[config.mk]
export PLATFORM = sky130hd
export DESIGN_NAME = line_grant_ctrl
export DESIGN_NICKNAME = d
export VERILOG_FILES = /design/src/rtl/line_pkg.sv /design/src/rtl/line_order_fifo.sv /design/src/rtl/line_grant_ctrl.sv
export SDC_FILE = /design/constraint.sdc
export NUM_CORES = 1
export LEC_CHECK = 0
export ABC_AREA = 1
export BUFFER_PORTS_ARGS = -buffer_cell sky130_fd_sc_hd__buf_2
export CAP_MARGIN = 5
export CORE_MARGIN = 5
export CORE_UTILIZATION = 50
export DETAILED_ROUTE_END_ITERATION = 8
export HOLD_SLACK_MARGIN = 0.03
export PLACE_DENSITY = 0.68
export SYNTH_ARGS = -nofsm -noshare
export SYNTH_HDL_FRONTEND = slang
export SYNTH_SLANG_ARGS = --single-unit
[constraint.sdc]
create_clock -name Clk -period 3.4 [get_ports Clk]
set_input_delay 0.17 -clock Clk [delete_from_list [all_inputs] [get_ports Clk]]
set_output_delay 0.17 -clock Clk [all_outputs]
set_load 0.02 [all_outputs]
[src/rtl/line_pkg.sv]
// Shared types and constants for the front-of-line grant controller.
// Used by line_order_fifo and line_grant_ctrl (optional stats: LINE_STATS_EN).
package line_pkg;

  localparam int NUM_CHILD   = 4;
  localparam int QUEUE_DEPTH = 4;
  localparam int SERVICE_W   = 8;
  localparam int COUNT_W     = 3;

  typedef logic [1:0] child_idx_t;

  typedef enum logic [1:0] {
    IDLE  = 2'd0,
    SERVE = 2'd1,
    DONE  = 2'd2
  } line_state_t;

  function automatic logic [NUM_CHILD-1:0] child_onehot(input child_idx_t idx);
    logic [NUM_CHILD-1:0] vec;
    vec      = '0;
    vec[idx] = 1'b1;
    return vec;
  endfunction

endpackage

[src/rtl/line_order_fifo.sv]
// Arrival-order queue of child indices: multi-push in ascending index order,
// single pop from the head, with occupancy count and membership bitmap.
module line_order_fifo
  import line_pkg::*;
(
  input  logic                 clk,
  input  logic                 rst_n,
  input  logic [NUM_CHILD-1:0] push,
  input  logic                 pop,
  output child_idx_t           head,
  output logic [COUNT_W-1:0]   count,
  output logic [NUM_CHILD-1:0] member
);

  child_idx_t               slot_reg  [QUEUE_DEPTH];
  child_idx_t               slot_next [QUEUE_DEPTH];
  logic [COUNT_W-1:0]       count_reg, count_next;
  logic [NUM_CHILD-1:0]     member_reg, member_next;
  logic                     do_pop;

  assign do_pop = pop && (count_reg != '0);

  always_comb begin
    slot_next   = slot_reg;
    count_next  = count_reg;
    member_next = member_reg;

    if (do_pop) begin
      for (int i = 0; i < QUEUE_DEPTH - 1; i++) begin
        slot_next[i] = slot_reg[i+1];
      end
      count_next              = count_reg - COUNT_W'(1);
      member_next[slot_reg[0]] = 1'b0;
    end

    // Pushes land after the popped entry has left, lowest index first.
    for (int i = 0; i < NUM_CHILD; i++) begin
      if (push[i] && (count_next < COUNT_W'(QUEUE_DEPTH))) begin
        slot_next[count_next[1:0]] = child_idx_t'(i);
        count_next                 = count_next + COUNT_W'(1);
        member_next[i]             = 1'b1;
      end
    end
  end

  always_ff @(posedge clk or negedge rst_n) begin
    if (!rst_n) begin
      for (int i = 0; i < QUEUE_DEPTH; i++) begin
        slot_reg[i] <= '0;
      end
      count_reg  <= '0;
      member_reg <= '0;
    end else begin
      slot_reg   <= slot_next;
      count_reg  <= count_next;
      member_reg <= member_next;
    end
  end

  assign head   = slot_reg[0];
  assign count  = count_reg;
  assign member = member_reg;

endmodule

[src/rtl/line_grant_ctrl.sv]
// Arrival-order scheduler granting one shared resource to one of four children
// for SERVICE_FRAMES frames. Define LINE_STATS_EN to add the served_cnt counter.
module line_grant_ctrl
  import line_pkg::*;
#(
  parameter int SERVICE_FRAMES = 60
) (
  input  logic                 Clk,
  input  logic                 Reset_n,
  input  logic                 frame_tick,
  input  logic [NUM_CHILD-1:0] req,
  output logic [NUM_CHILD-1:0] grant,
  output logic [NUM_CHILD-1:0] stop,
  output logic                 busy,
  output logic                 done
`ifdef LINE_STATS_EN
  ,
  output logic [SERVICE_W-1:0] served_cnt
`endif
);

  if ((SERVICE_FRAMES < 1) || (SERVICE_FRAMES > 255)) begin : g_bad_service_frames
    $error("line_grant_ctrl: SERVICE_FRAMES must be in 1..255");
  end

  localparam logic [SERVICE_W-1:0] SERVICE_LOAD = SERVICE_W'(SERVICE_FRAMES);

  logic [NUM_CHILD-1:0] req_q_reg;
  logic [NUM_CHILD-1:0] rise;
  logic [NUM_CHILD-1:0] push;
  logic [NUM_CHILD-1:0] queued;
  logic                 pop;
  child_idx_t           q_head;
  logic [COUNT_W-1:0]   q_count;

  line_state_t          state_reg, state_next;
  logic [NUM_CHILD-1:0] grant_reg, grant_next;
  child_idx_t           head_reg, head_next;
  logic [SERVICE_W-1:0] cnt_reg, cnt_next;
  logic                 done_reg, done_next;
  logic                 busy_reg;

  always_ff @(posedge Clk or negedge Reset_n) begin
    if (!Reset_n) begin
      req_q_reg <= '0;
    end else begin
      req_q_reg <= req;
    end
  end

  // A child already waiting or being served never gets a second queue slot.
  for (genvar gi = 0; gi < NUM_CHILD; gi++) begin : g_push
    assign rise[gi] = req[gi] & ~req_q_reg[gi];
    assign push[gi] = rise[gi] & ~queued[gi] & ~grant_reg[gi];
  end

  line_order_fifo u_order (
    .clk    (Clk),
    .rst_n  (Reset_n),
    .push   (push),
    .pop    (pop),
    .head   (q_head),
    .count  (q_count),
    .member (queued)
  );

  always_comb begin
    state_next = state_reg;
    grant_next = grant_reg;
    head_next  = head_reg;
    cnt_next   = cnt_reg;
    done_next  = 1'b0;
    pop        = 1'b0;

    unique case (state_reg)
      IDLE: begin
        if (q_count != '0) begin
          pop = 1'b1;
          // A head whose request has gone away is dropped without service.
          if (req[q_head]) begin
            grant_next = child_onehot(q_head);
            head_next  = q_head;
            cnt_next   = SERVICE_LOAD;
            state_next = SERVE;
          end
        end
      end
      SERVE: begin
        if (frame_tick) begin
          cnt_next = cnt_reg - SERVICE_W'(1);
        end
        if (!req[head_reg] || (frame_tick && (cnt_reg == SERVICE_W'(1)))) begin
          grant_next = '0;
          done_next  = 1'b1;
          state_next = DONE;
        end
      end
      DONE: begin
        state_next = IDLE;
      end
      default: begin
        grant_next = '0;
        state_next = IDLE;
      end
    endcase
  end

  always_ff @(posedge Clk or negedge Reset_n) begin
    if (!Reset_n) begin
      state_reg <= IDLE;
      grant_reg <= '0;
      head_reg  <= '0;
      cnt_reg   <= '0;
      done_reg  <= 1'b0;
      busy_reg  <= 1'b0;
    end else begin
      state_reg <= state_next;
      grant_reg <= grant_next;
      head_reg  <= head_next;
      cnt_reg   <= cnt_next;
      done_reg  <= done_next;
      busy_reg  <= (grant_next != '0);
    end
  end

  assign grant = grant_reg;
  assign stop  = queued;
  assign busy  = busy_reg;
  assign done  = done_reg;

`ifdef LINE_STATS_EN
  logic [SERVICE_W-1:0] served_reg;

  always_ff @(posedge Clk or negedge Reset_n) begin
    if (!Reset_n) begin
      served_reg <= '0;
    end else if (done_next) begin
      served_reg <= served_reg + SERVICE_W'(1);
    end
  end

  assign served_cnt = served_reg;
`endif

endmodule

==> flow_metrics.env <==
export IMPL_grt_use_total_pct=18.62
export IMPL_clock_sinks=37
export IMPL_drt_initial_drc_count=108
export IMPL_synth_ff_type="dfrtp_1"
export IMPL_diodes=0
export IMPL_gp_congestion=0.8787
export IMPL_status="finished, final reports clean"
export IMPL_worstHoldPathCells=1
export IMPL_grt_pass1_wl_um=9432
export IMPL_n_fill_cell=460
export IMPL_cts_resized=0
export IMPL_worst_clock_skew_ps=2.328
export IMPL_initial_core_util_pct=51.92
export IMPL_worstHoldPathType="in2reg"
export IMPL_dp_cells=399
export IMPL_port_buffers=16
export IMPL_syn_to_final_growth_pct=11.08
export IMPL_fin_ws_ps=326.0
export IMPL_postRouteAntennaNets=0
export IMPL_timing_final_setup_violations=0
export IMPL_wl_per_cell_um=13.31
export IMPL_routed_wl_um=5456
export IMPL_yosysSeqAreaShare_pct=37.26
export IMPL_firstDrtPassIters=4
export IMPL_die_area_um2=6479
export IMPL_synth_area_top_cells="dfrtp_1 (37%), nand2_1 (14%), ha_1 (8.1%)"
export IMPL_slowest_stage="dfrtp_1"
export IMPL_fin_crit_sh_pct=90.41
export IMPL_drv_cap=0
export IMPL_synth_cell_area_um2=2485
export IMPL_ctsHtreeMaxLevel=2
export IMPL_synth_top_area_share_pct=37.26
export IMPL_endpoint_kind="flip-flop"
export IMPL_async_reset_ff_share_pct=100.0
export IMPL_cp_required_ps=3630
export IMPL_r2r_cells=18
export IMPL_cp_common_cell="nand2_1"
export IMPL_yosys_top_cells_count="nand2_1 (92), inv_1 (40), dfrtp_1 (37)"
export IMPL_synth_nets=340
export IMPL_fin_cells=410
export IMPL_holdWs_ps=54.56
export IMPL_nets=365
export IMPL_clock_latency_ps=290
export IMPL_io_pins=17
export IMPL_first_global_vias=2008
export IMPL_syn_area_per_cell_um2=7.839
export IMPL_die_y_um=80.50
export IMPL_place_hpwl_um=4262
export IMPL_largest_reg_flops=8
export IMPL_worstMarginPinSlew_ps=808.4
export IMPL_clockBufferDepth=2
export IMPL_vias_per_cell=5.161
export IMPL_fin_setup_tns_ps=0
export IMPL_slew_headroom_pct=46.10
export IMPL_grt_max_degree=38
export IMPL_rsz0062_at_grt="no"
export IMPL_place_ws_ps=355.5
export IMPL_multiInputGateArea_um2=1371
export IMPL_core_area_um2=4786
export IMPL_crit_fanout=15
export IMPL_cp_arrival_ps=3300
export IMPL_numCtsBuffers=5
export IMPL_hold_buffers=3
export IMPL_synth_edf_count=0
export IMPL_slew_violations=0
export IMPL_route_vias_total=2116
export IMPL_route_detailed_drc=0
export IMPL_synth_largest_area_cell="dfrtp_1"
export IMPL_synth_cells=317
export IMPL_crit_chain="inv_1 -> ha_1 -> nand2_1 -> nand2_2 -> nand2_1 -> o21ai_2 -> ha_1 -> nand4_1 -> nand2_1 -> ha_1 -> inv_1 -> nand2_1 -> nand2_1 -> ha_1 -> nand3b_1 -> nand2_1 -> nand3_2 -> nand3_1"
export IMPL_max_stage_delay_ps=400
export IMPL_antenna_found_initial=0
export IMPL_die_width_um=80.50
export IMPL_postCtsSetupBuffers=0
export IMPL_crit_type="reg2reg"
export IMPL_report_final_hold_viol_count=0
export IMPL_clockRootBuffer="clkbuf_8"
export IMPL_rows=25
export IMPL_clk_pin_slew_worst_paths_ps=70
export IMPL_max_freq_mhz=325.3
export IMPL_ys_warn_count=0
export IMPL_grt_ovfl_total=0
export IMPL_layout_drive_gt1_share_pct=20.41
export IMPL_finalCriticalPeriod_ps=3074
export IMPL_yosysMostFrequentCell="nand2_1"
export IMPL_tritoncts="yes"
export IMPL_regArea_um2=925.9
export IMPL_synthDistinctLibCells=38
export IMPL_ys_ff_latch=37
export IMPL_critPathLaunchType="flip-flop"
-- critical path, delay by kind of cell (launching register included) --
kind	cells	cell delay, ps
fa+ha+maj	4	1090
buf+inv	2	160
simple gates	11	1250
flops	1	400
compound gates	1	110
-- metrics by stage --
step                      cell area, µm²  util [%]
after floorplan                     2485         -
after global placement              2648     55.32
after detailed placement            2648     55.32
after CTS                           2760     57.67
after global routing                2760     57.67
final                               2760     57.67
-- worst paths after layout --
kind / endpoint / slack (ps) / start
max: u_order.count[1] / 330 / u_order.count[0]
min: req_q_reg[2] / 50 / req[2]
max reg2reg: u_order.count[1] / 330 / u_order.count[0]
min reg2reg: cnt_reg[4] / 510 / cnt_reg[4]
max in group asynchronous: u_order.member[2] / 2380 / Reset_n
min in group asynchronous: req_q_reg[1] / 510 / Reset_n
-- placed cells by master, fill, tap and decap left out, types with 4 or more instances in the layout --
cell / netlist / layout
a21oi_1: 6 / 6
nand2_2: 16 / 16
nand2_1: 92 / 92
o211ai_1: 5 / 5
inv_2: 6 / 6
nand3_1: 21 / 21
inv_1: 40 / 40
nor2_4: 4 / 4
dfrtp_1: 37 / 37
nand4_1: 4 / 4
nor2_1: 15 / 15
buf_2: 1 / 16
o21ai_0: 16 / 16
clkbuf_8: 0 / 5
ha_1: 16 / 16
-- final cells by class --
class | count | area share, %
Sequential cell | 37 | 33.54
Inverter | 47 | 6.482
Clock inverter | 2 | 0.3626
Timing Repair Buffer | 20 | 4.261
Clock buffer | 6 | 2.629
Tap cell | 67 | 3.037
Multi-Input combinational cell | 231 | 49.68
-- cell families (layout without fill, tap and decap cells) --
kind of cell,after synthesis,count (layout),share of synthesized area (%)
buf+inv,49,75,7.552
simple gates,172,172,34.74
flops,37,37,37.26
fa+ha+maj,16,16,8.056
xor+xnor,2,2,0.7051
compound gates,41,41,11.68
-- routing by layer --
layer | global-route usage (%) | vias to the layer above | part of all wire (%)
met2 | 27.81 | 45 | 45
met3 | 4.596 | 6 | 4.4
met1 | 27.04 | 996 | 50
met4 | 4.223 | 0 | 0.81
met5 | 0 | - | 0
li1 | - | 1069 | -
Power is left out: the tool's default activity adds up to more than one toggle a clock period on the data nets, which glitch-free logic cannot reach.
